File: src/rtl/ssd_pkg.sv
// Shared seven-segment definitions: active-low segment codes (a..g, MSB = a),
// the blank anode pattern and the digit type used by driver and capture sides.
package ssd_pkg;

  typedef logic [3:0] ssd_digit_t;

  localparam logic [3:0] SSD_BLANK_AN = 4'b1111;

  localparam logic [6:0] SSD_CODE_0 = 7'b0000001;
  localparam logic [6:0] SSD_CODE_1 = 7'b1001111;
  localparam logic [6:0] SSD_CODE_2 = 7'b0010010;
  localparam logic [6:0] SSD_CODE_3 = 7'b0000110;
  localparam logic [6:0] SSD_CODE_4 = 7'b1001100;
  localparam logic [6:0] SSD_CODE_5 = 7'b0100100;
  localparam logic [6:0] SSD_CODE_6 = 7'b0100000;
  localparam logic [6:0] SSD_CODE_7 = 7'b0001111;
  localparam logic [6:0] SSD_CODE_8 = 7'b0000000;
  localparam logic [6:0] SSD_CODE_9 = 7'b0000100;
  localparam logic [6:0] SSD_CODE_A = 7'b0001000;
  localparam logic [6:0] SSD_CODE_B = 7'b1100000;
  localparam logic [6:0] SSD_CODE_C = 7'b0110001;
  localparam logic [6:0] SSD_CODE_D = 7'b1000010;
  localparam logic [6:0] SSD_CODE_E = 7'b0110000;
  localparam logic [6:0] SSD_CODE_F = 7'b0111000;

endpackage

File: src/rtl/ssd_segment_decode.sv
// Combinational inverse of the hex-to-segment table: active-low a..g pattern
// to hex value, with a flag for patterns that are not one of the 16 codes.
module ssd_segment_decode
  import ssd_pkg::*;
(
  input  logic [6:0]  seg,
  output logic        legal,
  output ssd_digit_t  value
);

  always_comb begin
    legal = 1'b1;
    value = 4'h0;
    case (seg)
      SSD_CODE_0: value = 4'h0;
      SSD_CODE_1: value = 4'h1;
      SSD_CODE_2: value = 4'h2;
      SSD_CODE_3: value = 4'h3;
      SSD_CODE_4: value = 4'h4;
      SSD_CODE_5: value = 4'h5;
      SSD_CODE_6: value = 4'h6;
      SSD_CODE_7: value = 4'h7;
      SSD_CODE_8: value = 4'h8;
      SSD_CODE_9: value = 4'h9;
      SSD_CODE_A: value = 4'hA;
      SSD_CODE_B: value = 4'hB;
      SSD_CODE_C: value = 4'hC;
      SSD_CODE_D: value = 4'hD;
      SSD_CODE_E: value = 4'hE;
      SSD_CODE_F: value = 4'hF;
      default:    legal = 1'b0;
    endcase
  end

endmodule

File: src/rtl/ssd_capture_decoder.sv
// Loopback monitor for a 4-digit multiplexed seven-segment driver: rebuilds the
// displayed hex digits, flags bad segment/anode patterns and marks full scans.
module ssd_capture_decoder
  import ssd_pkg::*;
#(
  parameter int STABLE_CYCLES = 1,
  parameter int RUN_W         = 8
) (
  input  logic        clk,
  input  logic        rst_n,
  input  logic [7:0]  ssd_cathode,
  input  logic [3:0]  ssd_anode,
  output ssd_digit_t  ones,
  output ssd_digit_t  tens,
  output ssd_digit_t  hundreds,
  output ssd_digit_t  thousands,
  output logic [3:0]  digit_valid,
  output logic [3:0]  dp_on,
  output logic        frame_strobe,
  output logic        seg_error,
  output logic        anode_error
);

  localparam logic [RUN_W-1:0] STABLE = RUN_W'(STABLE_CYCLES);

  logic [3:0]       s_an, p_an;
  logic [7:0]       s_cat, p_cat;
  logic [RUN_W-1:0] run_q, run_next;
  logic             changed, capture;
  logic             idx_ok, an_bad, legal;
  logic [1:0]       idx;
  logic [3:0]       bit_mask;
  logic             frame_done;
  ssd_digit_t       value;
  ssd_digit_t       digit_q [4];
  logic [3:0]       valid_q, dp_q, seen_q;

  ssd_segment_decode u_decode (
    .seg   (s_cat[7:1]),
    .legal (legal),
    .value (value)
  );

  // A capture fires only on the cycle the run first reaches STABLE; a
  // saturated run that keeps holding must not re-capture.
  always_comb begin
    changed  = {s_an, s_cat} != {p_an, p_cat};
    run_next = changed ? RUN_W'(1)
             : (run_q >= STABLE) ? STABLE : run_q + RUN_W'(1);
    capture  = (run_next == STABLE) && (changed || (run_q != STABLE));
  end

  always_comb begin
    idx_ok = 1'b0;
    an_bad = 1'b0;
    idx    = 2'd0;
    case (s_an)
      4'b1110:      begin idx_ok = 1'b1; idx = 2'd0; end
      4'b1101:      begin idx_ok = 1'b1; idx = 2'd1; end
      4'b1011:      begin idx_ok = 1'b1; idx = 2'd2; end
      4'b0111:      begin idx_ok = 1'b1; idx = 2'd3; end
      SSD_BLANK_AN: ;
      default:      an_bad = 1'b1;
    endcase
    bit_mask   = 4'b0001 << idx;
    frame_done = (seen_q | bit_mask) == 4'b1111;
  end

  always_ff @(posedge clk or negedge rst_n) begin
    if (!rst_n) begin
      s_an         <= SSD_BLANK_AN;
      s_cat        <= 8'hFF;
      p_an         <= SSD_BLANK_AN;
      p_cat        <= 8'hFF;
      run_q        <= '0;
      for (int i = 0; i < 4; i++) digit_q[i] <= 4'h0;
      valid_q      <= 4'b0000;
      dp_q         <= 4'b0000;
      seen_q       <= 4'b0000;
      frame_strobe <= 1'b0;
      seg_error    <= 1'b0;
      anode_error  <= 1'b0;
    end else begin
      s_an         <= ssd_anode;
      s_cat        <= ssd_cathode;
      p_an         <= s_an;
      p_cat        <= s_cat;
      run_q        <= run_next;
      frame_strobe <= 1'b0;
      seg_error    <= 1'b0;
      anode_error  <= 1'b0;
      if (capture) begin
        if (an_bad) begin
          anode_error <= 1'b1;
        end else if (idx_ok) begin
          if (legal) begin
            digit_q[idx] <= value;
            valid_q[idx] <= 1'b1;
            dp_q[idx]    <= ~s_cat[0];
            if (frame_done) begin
              frame_strobe <= 1'b1;
              seen_q       <= 4'b0000;
            end else begin
              seen_q <= seen_q | bit_mask;
            end
          end else begin
            seg_error    <= 1'b1;
            valid_q[idx] <= 1'b0;
          end
        end
      end
    end
  end

  assign ones        = digit_q[0];
  assign tens        = digit_q[1];
  assign hundreds    = digit_q[2];
  assign thousands   = digit_q[3];
  assign digit_valid = valid_q;
  assign dp_on       = dp_q;

endmodule

File: config.mk
export PLATFORM = sky130hd
export DESIGN_NAME = ssd_capture_decoder
export DESIGN_NICKNAME = d
export VERILOG_FILES = /design/src/rtl/ssd_pkg.sv /design/src/rtl/ssd_segment_decode.sv /design/src/rtl/ssd_capture_decoder.sv
export SDC_FILE = /design/constraint.sdc
export NUM_CORES = 1
export LEC_CHECK = 0
export BUFFER_PORTS_ARGS = -buffer_cell sky130_fd_sc_hd__buf_2
export CAP_MARGIN = 30
export CORE_MARGIN = 5
export CORE_UTILIZATION = 60
export DETAILED_ROUTE_END_ITERATION = 8
export PLACE_DENSITY = 0.79
export RECOVER_POWER = 100
export SETUP_SLACK_MARGIN = 0.05
export SYNTH_ARGS = -nofsm -noshare
export SYNTH_HDL_FRONTEND = slang
export SYNTH_HIERARCHICAL = 1
export SYNTH_SLANG_ARGS = --single-unit
File: constraint.sdc
create_clock -name clk -period 4.25 [get_ports clk]
set_clock_uncertainty 0.15 [all_clocks]
set_input_delay 0.425 -clock clk [delete_from_list [all_inputs] [get_ports clk]]
set_output_delay 0.425 -clock clk [all_outputs]
set_load 0.03 [all_outputs]
==> results by group, run 1 <==
Critical path
  • R2r endpoint: hundreds[2]
  • Critical-path top delay cell: dfstp_1
  • Crit-path leading delay family: simple AND/OR/NAND/NOR gates
  • FF-to-FF path depth: 7
  • Bufs and invs on worst path: 0
  • WP data arrival: 3.33 ns
  • Reg2Reg Setup Slack: 1.0 ns
  • CP Launch Type: flip-flop
  • Reg-to-reg startpoint: s_cat[6]
  • Worst Path Max Fanout: 18
  • Worst path max stage delay: 0.88 ns
  • CP endpoint kind: flip-flop
  • Worst endpoint required time: 4.32 ns
  • Crit-path cells: nor4bb_1, a22oi_1, and2_0, nand4_1, nand2_1, a31oi_1, mux2_2
  • WS Path Type: reg -> reg

Worst hold path
  • Worst min path class: in -> reg
  • Hold_sp: ssd_cathode[4]
  • Hold path depth: 1
  • Hold EP: s_cat[4]

GRT
  • Vias in the first global route: 1,871
  • First-pass GRT wire length: 8963 um
  • GR Util met3: 7.683%
  • Grt total ovfl: 0
  • Largest net degree at the start of global routing: 62
  • Tot GR Track Use: 19.33%
  • Global Route met2 Usage: 26.91%
  • GR Util met1: 26.51%
  • Initial antenna violation count: 0
  • Gr busiest metal: met2

Clocking
  • Root Driver: clkbuf_8
  • CTS tree: built
  • TritonCTS buffer count: 9
  • Clk buf depth: 2
  • Worst-Skew Late Latency: 0.34 ns
  • H-Tree Depth: 3
  • Clock-pin slew on the worst setup and hold paths: 0.07 ns
  • Hold_buf cts: 1
  • Postcts setup bufs: 0
  • Post-cts repair resize count: 0
  • CTS sink cnt: 63

Cells and area
  • Area of the multi-input gates: 1110 um2
  • # diodes: 0
  • Final Net Count: 283
  • Area Overhead vs Synth: 12.75%
  • Share of post-route cells with drive strength above 1: 23.62%
  • Storage cell area: 1607 um2
  • Fin cells: 325
  • Fillers: 376

Synthesis
  • Syn. warnings: 6
  • Gate Count Post-Synth: 222
  • Share of the synthesized area in the top cell type: 34.54%
  • Sequential share of the synthesized area: 56.86%
  • Top cells by area, synth: dfrtp_1 35%, dfstp_2 22%, mux2_2 6.4%
  • Primary FF master, synth: dfrtp_1
  • Commonest cells post-synth: 39 x dfrtp_1, 24 x dfstp_2, 16 x mux2_2, 16 x xnor2_1, 11 x nand2_1
  • Most numerous cell in the Yosys netlist: dfrtp_1
  • #FFs+latches synth: 63
  • Yosys top cell by area: dfrtp_1
  • Ys async rst share: 100.0%
  • Post-Synthesis Cell Area: 2825 um2
  • EDFF count, synth: 0
  • Avg Cell Area, Syn: 12.73 um2
  • Synth cell types: 55

Routing
  • DR WL/cell: 16.37 um
  • DRT Wirelength: 5319 um
  • First-pass detailed-route iteration total: 4
  • 1st-iter DRT viols: 103
  • DRC errors left: 0
  • Via count: 1,851
  • Via density per instance: 5.695
  • Final ANT Viol Nets: 0

Die
  • Row count: 25
  • Num ports: 41
  • Initial Utilization: 60.62%
  • DIE AREA: 6181 um2
  • Die boundary height: 78.62 um
  • Core ar.: 4661 um2
  • Die W: 78.62 um

Timing
  • Minimum clock period: 3.254 ns
  • Final hold vios: 0
  • Rel. slew slack: 5.685%
  • RSZ-0062 raised after global routing: no
  • Fin crit share: 76.57%
  • Fmax: 307.3 MHz
  • Final setup violation count: 0
  • Tightest Pin Transition: 1.415 ns
  • TNS Setup: 0 ns
  • Pins Over Slew Limit: 0

Placement
  • Placer Congestion: 0.8196
  • PortBufs: 40
  • Dpl cells: 308
  • Post-DP HPWL: 3616 um

Power and ir drop
  • Cell internal pwr: 947.5 uW
  • Clock network power share: 36.3%
  • Flop pwr share: 52.9%
  • Combinational share of power: 10.7%
  • Total power: 1301 uW
  • Sw frac: 27.15%
  • Leakage: 0.001341 uW
  • Peak supply drop: 0.0002373 V
  • Pwr dens: 408.3 nW/um2
  • Sw Pwr: 353.2 uW

Outcome
  • Status: complete, no violations

Job
  • Max-Cap Viols: 0
==> area by class of cell <==
type	count	area share (%)
sequential	63	50.43
timing repair buffer	42	5.656
clock buffer	12	4.870
tap	54	2.121
clock inverter	4	0.9034
multi-input combinational	140	34.84
inverter	10	1.178
==> sequential cells by signal, indices dropped and copies added (netlist names), named ones only <==
register / count
seg_error: 1
run_q: 8
frame_strobe: 1
s_an: 4
ones: 4
s_cat: 8
p_an: 4
hundreds: 4
anode_error: 1
tens: 4
p_cat: 8
seen_q: 4
dp_on: 4
thousands: 4
==> cell families after synthesis <==
kind of cell | share of synthesized area [%]
XOR/XNOR | 5.580
flip-flops | 56.86
adder cells (fa/ha/maj) | 1.683
buffers and inverters | 3.454
multiplexers | 7.794
AO/OA/AOI/OAI | 10.81
other | 0.1327
AND/OR/NAND/NOR | 13.68
==> power by group through the flow <==
stage	clock [uW]	sequential [uW]	combinational, uW
floorplan	0	716	78.0
global placement	0	699	144
detailed placement	0	701	147
CTS	487	691	148
global route	510	696	155
finish	472	689	140
==> through the flow <==
stage                     setup slack (ns)  util [%]  hold WS (ns)  cell area, um2
after global placement               1.499     65.56        0.2379            3055
after floorplan                      1.746         -      -0.02059            2840
after global routing                0.7179     68.35      0.006273            3186
after detailed placement             1.444     65.56        0.2393            3055
final                               0.9959     68.35       0.02871            3186
after CTS                            1.366     69.72      0.003866            3249
==> worst max-delay path by stage <==
stage | depth (start not counted) | to | slack [ns] | from
CTS | 7 | hundreds[1] | 1.37 | s_cat[2]
finish | 7 | hundreds[2] | 1.0 | s_cat[6]
global route | 7 | hundreds[0] | 0.72 | s_cat[2]
global placement | 7 | tens[1] | 1.50 | s_cat[2]
detailed placement | 7 | hundreds[1] | 1.44 | s_cat[2]
floorplan | 8 | ones[0] | 1.75 | s_cat[5]
==> cells in the final DEF (no fill, tap or decap), types with 5 or more instances in the layout <==
cell type | Yosys | routed
a31oi_1 | 1 | 5
buf_2 | 9 | 12
clkbuf_1 | 4 | 29
clkbuf_8 | 0 | 11
conb_1 | 1 | 5
dfrtp_1 | 39 | 39
dfstp_1 | 0 | 12
dfstp_2 | 24 | 12
inv_1 | 10 | 10
mux2_2 | 16 | 16
nand2_1 | 11 | 11
nand4_1 | 6 | 6
nor2b_1 | 7 | 7
xnor2_1 | 16 | 16
==> routing by layer <==
metal	vias up	part of all wire [%]
met5	-	0
met4	0	1.7
met3	7	6.9
met2	64	44
met1	887	47
li1	893	-
Power figures use the tool's default switching activity.
==> run 2, diff against run 1 <==
- ABC_AREA: default -> 1
- CORE_UTILIZATION: 60 -> 57
- PLACE_DENSITY: 0.79 -> 0.75
- clock period: 4.25 -> 3 ns (I/O delays scaled with it)
==> run 2 against run 1 <==
  * Critical path depth grew 5
  * Wire length up 26%
  * Flip-flop and latch count unchanged
  * Area after synthesis up 11%
  * Non-clock buffer count increased by 14
  * Die area is 15% higher
  * Sequential power is 36% higher
  * Cell count rose by 65%
  * Clock power rose by 66%
  * Via count is 42% higher
==> results by group, run 2 <==
Critical path
  • CP endpoint kind: flip-flop
  • Worst endpoint required time: 3.13 ns (-1.19 ns)
  • Critical-path top delay cell: dfstp_1
  • Worst Path Max Fanout: 20 (+2)
  • Reg2Reg Setup Slack: 0.54 ns (-0.46 ns)
  • WS Path Type: reg -> reg
  • WP data arrival: 2.59 ns (-0.74 ns)
  • Worst path max stage delay: 0.67 ns (-0.21 ns)
  • Crit-path cells: inv_1, nor2_1, nand2_1, nor2_1, nor2_1, nand2_1, nor2_1, nand2_1, nand2_1, nor2_4, nand3_1, nand2_1
  • Most used cell along the critical path: nand2_1
  • FF-to-FF path depth: 12 (+5)
  • CP Launch Type: flip-flop
  • Reg-to-reg startpoint: s_cat[3]
  • R2r endpoint: ones[1]

Synthesis
  • Synth cell types: 31 (-44%)
  • EDFF count, synth: 0 (unchanged)
  • Yosys top cell by area: dfrtp_1
  • Top cells by area, synth: dfrtp_1 31%, dfstp_2 20%, nand2_1 16%
  • Syn. warnings: 6 (unchanged)
  • Primary FF master, synth: dfrtp_1
  • Share of the synthesized area in the top cell type: 31.06% (-3.5 points)
  • Most numerous cell in the Yosys netlist: nand2_1
  • Ys async rst share: 100.0% (unchanged)
  • Commonest cells post-synth: 130 x nand2_1, 55 x nor2_1, 54 x inv_1, 39 x dfrtp_1
  • Post-Synthesis Cell Area: 3142 um2 (+11%)
  • Sequential share of the synthesized area: 51.14% (-5.7 points)
  • Gate Count Post-Synth: 391 (+76%)
  • Avg Cell Area, Syn: 8.035 um2 (-37%)
  • #FFs+latches synth: 63 (unchanged)

Cells and area
  • Biggest regs: p_cat x8, run_q x8, s_cat x8
  • Most common cell after layout, fill and taps aside: nand2_1
  • Area Overhead vs Synth: 18.84%
  • Share of post-route cells with drive strength above 1: 14.62% (-9.0 points)
  • # diodes: 0 (unchanged)
  • Most frequent cells in the layout: 131 x nand2_1, 55 x inv_1, 55 x nor2_1
  • Final Net Count: 477 (+69%)
  • Final core occ: 68.65% (+0.30 points)

Outcome
  • Status: complete, no violations

GRT
  • First-pass GRT wire length: 11,430 um (+27%)
  • Tot GR Track Use: 20.34% (+1.0 points)
  • Grt total ovfl: 0 (unchanged)
  • Largest net degree at the start of global routing: 29 (-53%)
  • Initial antenna violation count: 0 (unchanged)
  • Vias in the first global route: 2,577 (+38%)

Routing
  • First-pass detailed-route iteration total: 5 (+1)
  • DRT Wirelength: 6693 um (+26%)
  • DRC errors left: 0 (unchanged)
  • DR WL/cell: 12.46 um (-24%)
  • Final ANT Viol Nets: 0 (unchanged)
  • 1st-iter DRT viols: 154 (+50%)
  • Via density per instance: 4.885 (-14%)
  • Via count: 2,623 (+42%)

Timing
  • Final setup violation count: 0 (unchanged)
  • Minimum clock period: 2.464 ns (-0.7906 ns)
  • Fmax: 405.9 MHz (+32%)
  • Rel. slew slack: 3.523% (-2.2 points)
  • TNS Setup: 0 ns (unchanged)
  • RSZ-0062 raised after global routing: no
  • Final hold vios: 0 (unchanged)
  • Fin crit share: 82.12% (+5.5 points)
  • Tightest Pin Transition: 1.447 ns (+0.03242 ns)
  • Pins Over Slew Limit: 0 (unchanged)

Worst hold path
  • Worst min path class: reg -> reg
  • Hold EP: p_cat[0]
  • Hold path depth: 0 (-1)
  • Hold_sp: s_cat[0]

Die
  • Initial Utilization: 57.76% (-2.9 points)
  • Row count: 27 (+8.0%)
  • Num ports: 41 (unchanged)
  • Core ar.: 5439 um2 (+17%)
  • Die boundary height: 84.24 um (+7.1%)
  • DIE AREA: 7096 um2 (+15%)
  • Die W: 84.24 um (+7.1%)

Clocking
  • Root Driver: clkbuf_8
  • H-Tree Depth: 3 (unchanged)
  • Post-cts repair resize count: 0 (unchanged)
  • TritonCTS buffer count: 9 (unchanged)
  • CTS tree: built
  • Worst-Skew Late Latency: 0.34 ns (about the same)
  • CTS sink cnt: 63 (unchanged)
  • Clock-pin slew on the worst setup and hold paths: 0.06 ns (about the same)
  • Clk buf depth: 2 (unchanged)

Power and ir drop
  • Leakage: 0.001978 uW (+48%)
  • Peak supply drop: 0.0003577 V (+51%)
  • Pwr dens: 517.5 nW/um2 (+27%)

Placement
  • Placer Congestion: 0.8789 (+7.2%)
  • Post-DP HPWL: 4813 um (+33%)
  • PortBufs: 40 (unchanged)

Job
  • Max-Cap Viols: 0 (unchanged)
-- run 2: changes by cell type in the layout (fill, tap and decap cells not counted), sizes merged, moves of 5 or more --
cell | before | now
mux2 | 16 | 0
nor2 | 4 | 65
xnor2 | 16 | 1
a31oi | 5 | 0
inv | 11 | 57
nor3 | 2 | 7
nand3 | 1 | 28
o21ai | 2 | 7
dlygate4sd3 | 1 | 13
nor4 | 5 | 0
or2 | 0 | 6
nor2b | 7 | 0
nand2 | 11 | 137
-- run 2: worst max-delay path: cells and delay by family (launching register included) --
family	cells	cell delay (ns)
and+or+nand+nor	11	1.51
DFF	1	0.67
buffers and inverters	1	0.07
-- run 2: area by class of cell --
type                       instances  area (um2)
fill                             479        1705
sequential                        63        1607
multi-input combinational        273        1306
timing repair buffer              56       311.5
inverter                          57       214.0
clock buffer                      12       135.1
tap                               72       90.09
clock inverter                     4       70.07
-- run 2: report_power, final --
part | total (uW) | switching (uW) | internal (uW)
sequential | 937 | 33.6 | 903
clock | 785 | 320 | 466
combinational | 210 | 144 | 65.9
-- run 2: worst max-delay path by stage --
stage               cells past startpoint          end  slack, ns  startpoint
finish                                 12      ones[1]       0.54    s_cat[3]
global route                           12      ones[1]       0.29    s_cat[6]
CTS                                    12      ones[1]       0.67    s_cat[3]
detailed placement                      8  hundreds[1]       0.70     s_an[1]
global placement                        8      ones[0]       0.73     s_an[1]
floorplan                              11     dp_on[0]       1.09     s_an[1]
-- run 2: cell families (layout without fill, tap and decap cells) --
| group | Yosys count | count (layout) | synth area share (%) |
|---|---|---|---|
| AO/OA/AOI/OAI | 13 | 13 | 2.708 |
| adder cells (fa/ha/maj) | 3 | 3 | 1.195 |
| buffers and inverters | 59 | 129 | 7.527 |
| XOR/XNOR | 1 | 1 | 0.2788 |
| flip-flops | 63 | 63 | 51.13 |
| other | 1 | 5 | 0.1194 |
| AND/OR/NAND/NOR | 251 | 251 | 37.04 |
-- run 2: repair_timing --
action | 4_1_cts | 5_1_grt
hold buffers | 13 | 0
endpoints found under the hold margin | 30 | 0
setup buffers | 0 | 0
-- run 2: per-stage QoR --
step / std cells / hold WS (ns) / power, uW / cell area [um2] / setup WS [ns]
floorplan: 395 / -0.1456 / 1084 / 3157 / 1.092
global placement: 508 / 0.1889 / 1150 / 3447 / 0.7267
detailed placement: 508 / 0.1940 / 1158 / 3447 / 0.6999
CTS: 537 / 0.2323 / 1951 / 3782 / 0.6688
global route: 537 / 0.2554 / 2012 / 3734 / 0.2917
finish: 537 / 0.2474 / 1932 / 3734 / 0.5365
-- run 2: layer usage --
metal  up-vias  share of wire [%]  GRT usage, %
li1       1326                  -             -
met1      1194                 44         25.54
met2        85                 47         32.35
met3        18                6.1         5.005
met4         0                2.8         10.96
met5         -                  0             0
==> run 3, diff against run 2 <==
- ABC_AREA: 1 -> 0
- CORE_UTILIZATION: 57 -> 56
- PLACE_DENSITY: 0.75 -> 0.74
- clock period: 3 -> 2.4 ns (I/O delays scaled with it)
==> run 3 against run 2 <==
  * The run now ends with setup timing left
  * Flip-flop and latch count unchanged
  * Highest routed layer unchanged
  * Sequential power up 30%
  * Wire length up 3.5%
  * First-iteration DRC count down 9.1%
  * Largest power group unchanged
  * Critical path depth down 5
  * Non-clock buffer count up 41
  * Clock-buffer cell count down 1
  * Setup slack worse by 0.62 ns
  * Combinational power up 76%
  * Worst hold slack better by 0.040 ns
==> results by group, run 3 (synthesis gave the netlist of run 1 again) <==
Routing
  • Via count: 2,164 (-17%)
  • DR WL/cell: 17.62 um (+41%)
  • 1st-iter DRT viols: 140 (-9.1%)
  • First-pass detailed-route iteration total: 4 (-1)
  • Via density per instance: 5.506 (+13%)
  • Final ANT Viol Nets: 0 (unchanged)
  • DRT Wirelength: 6925 um (+3.5%)
  • DRC errors left: 0 (unchanged)

Job
  • Max-Cap Viols: 0 (unchanged)

GRT
  • Global Route met2 Usage: 33.50% (+1.1 points)
  • Gr busiest metal: met2
  • Vias in the first global route: 2,123 (-18%)
  • GR Util met1: 30.16% (+4.6 points)
  • GR Util met3: 7.095% (+2.1 points)
  • Grt total ovfl: 0 (unchanged)
  • Tot GR Track Use: 21.89% (+1.6 points)
  • Initial antenna violation count: 0 (unchanged)
  • First-pass GRT wire length: 10,720 um (-6.2%)
  • Largest net degree at the start of global routing: 37 (+28%)

Clocking
  • Root Driver: clkbuf_8
  • H-Tree Depth: 3 (unchanged)
  • CTS tree: built
  • Worst-Skew Late Latency: 0.34 ns (about the same)
  • TritonCTS buffer count: 9 (unchanged)
  • CTS sink cnt: 63 (unchanged)
  • Clock-pin slew on the worst setup and hold paths: 0.07 ns (about the same)
  • Clk buf depth: 2 (unchanged)

Timing
  • Final setup violation count: 24 (+24)
  • Rel. slew slack: 57.68% (+54 points)
  • Final hold vios: 0 (unchanged)
  • Minimum clock period: 2.488 ns (+0.02419 ns)
  • TNS Setup: -1.124 ns (-1.124 ns)
  • Fmax: 402.0 MHz (-0.97%)
  • Tightest Pin Transition: 0.6348 ns (-0.8123 ns)
  • Fin crit share: 103.7% (+22 points)
  • Pins Over Slew Limit: 0 (unchanged)
  • Setup slack after layout: -0.08771 ns (-0.6242 ns)
  • RSZ-0062 raised after global routing: yes

Die
  • Die boundary height: 81.03 um (-3.8%)
  • Num ports: 41 (unchanged)
  • Row count: 25 (-7.4%)
  • Die W: 81.03 um (-3.8%)
  • Initial Utilization: 58.65% (+0.89 points)
  • Core ar.: 4817 um2 (-11%)
  • DIE AREA: 6566 um2 (-7.5%)

Placement
  • Placer Congestion: 0.8582 (-2.4%)
  • Post-DP HPWL: 4227 um (-12%)
  • PortBufs: 40 (unchanged)
  • Dpl cells: 347 (-32%)

Cells and area
  • # diodes: 0 (unchanged)
  • Biggest regs: p_cat x8, run_q x8, s_cat x8
  • Share of post-route cells with drive strength above 1: 50.61% (+36 points)
  • Final Net Count: 338 (-29%)
  • Area Overhead vs Synth: 40.35%
  • Fin cells: 393 (-27%)
  • Final core occ: 82.31% (+14 points)
  • Most frequent cells in the layout: 39 x dfrtp_1, 39 x buf_2, 35 x buf_4
  • Fillers: 284 (-41%)

Power and ir drop
  • Total power: 2518 uW (+30%)
  • Flop pwr share: 48.3% (-0.2 points)
  • Sw Pwr: 657.8 uW (+32%)
  • Sw frac: 26.12% (+0.39 points)
  • Peak supply drop: 0.0006678 V (+87%)
  • Pwr dens: 635.0 nW/um2 (+23%)
  • Combinational share of power: 14.7% (+3.8 points)
  • Clock network power share: 37.0% (-3.7 points)
  • Cell internal pwr: 1860 uW (+30%)
  • Leakage: 0.001814 uW (-8.3%)

Critical path
  • CP Launch Type: flip-flop
  • WS Path Type: reg -> reg
  • WP data arrival: 2.56 ns (-0.03 ns)
  • CP endpoint kind: flip-flop
  • Worst Path Max Fanout: 7 (-65%)
  • Worst endpoint required time: 2.48 ns (-0.65 ns)
  • Reg-to-reg startpoint: s_cat[6]
  • Critical path launch point: s_cat[6]

Outcome
  • Status: finished with violations
  • Violated checks: setup timing

Worst hold path
  • Hold_sp: s_an[3]
  • Worst min path class: reg -> reg
-- run 3: changes by cell type in the layout (fill, tap and decap cells not counted), moves of 13 or more --
cell and delta:
buf_4 +34, nand3_1 -24, nand2_1 -121, clkbuf_1 -31, mux2_4 +13, buf_2 +28
nor2_1 -51, xnor2_1 +15, inv_1 -45
-- run 3: layout make-up --
class                   count  area (um2)  share of cell area [%]
multi-input cells         140        1319                   33.26
repair buffers             97       710.7                   17.92
clock inverters             5       56.30                   1.420
well taps                  67       83.83                   2.114
flip-flops and latches     63        1607                   40.52
clock buffers              11       151.4                   3.818
inverters                  10       37.54                  0.9467
-- run 3: power groups by stage --
stage | sequential [uW] | clock (uW) | combinational [uW]
after global routing | 1230 | 1010 | 400
after global placement | 1230 | 0 | 297
after detailed placement | 1230 | 0 | 300
after CTS | 1210 | 951 | 344
final | 1220 | 931 | 370
after floorplan | 1270 | 0 | 141
-- run 3: what timing repair did --
item / CTS / global route
pin swaps: 11 / 11
hold endpoints to repair: 36 / 0
hold buffers: 13 / 0
gates resized for setup: 23 / 16
setup buffers: 10 / 9
endpoints found under the setup margin: 28 / 29
-- run 3: worst paths after layout --
| check | endpoint | slack (ns) | cells past startpoint |
|---|---|---|---|
| max in group asynchronous | p_cat[4] | 1.13 | 3 |
| worst min register to register | p_an[3] | 0.29 | 0 |
| min in group asynchronous | thousands[0] | 0.30 | 2 |
| worst min-delay path | p_an[3] | 0.29 | 0 |
| worst max register to register | thousands[1] | -0.09 | 7 |
| worst max-delay path | thousands[1] | -0.09 | 7 |
-- run 3: metrics by stage --
step                      worst slack (ns)  hold slack (ns)  area, um2
after detailed placement           -0.1492           0.1425       3338
after global routing               -0.1354           0.2985       3965
after CTS                         -0.01638           0.2705       3851
after floorplan                    0.06093          -0.2056       2895
after global placement            -0.04047           0.1401       3338
final                             -0.08771           0.2873       3965
-- run 3: critical path, cell delays in order, from the launching register on --
cell     delay (ns)
dfstp_2        0.43
buf_6          0.14
o41ai_1        0.45
nand3_1        0.17
nand4_1        0.21
nand2_1        0.13
a31oi_4        0.33
mux2_2         0.37
-- run 3: per-layer routing --
metal	part of all wire (%)	vias to the layer above
met3	5.1	9
li1	-	997
met1	46	1085
met4	0.97	0
met2	48	73
met5	0	-
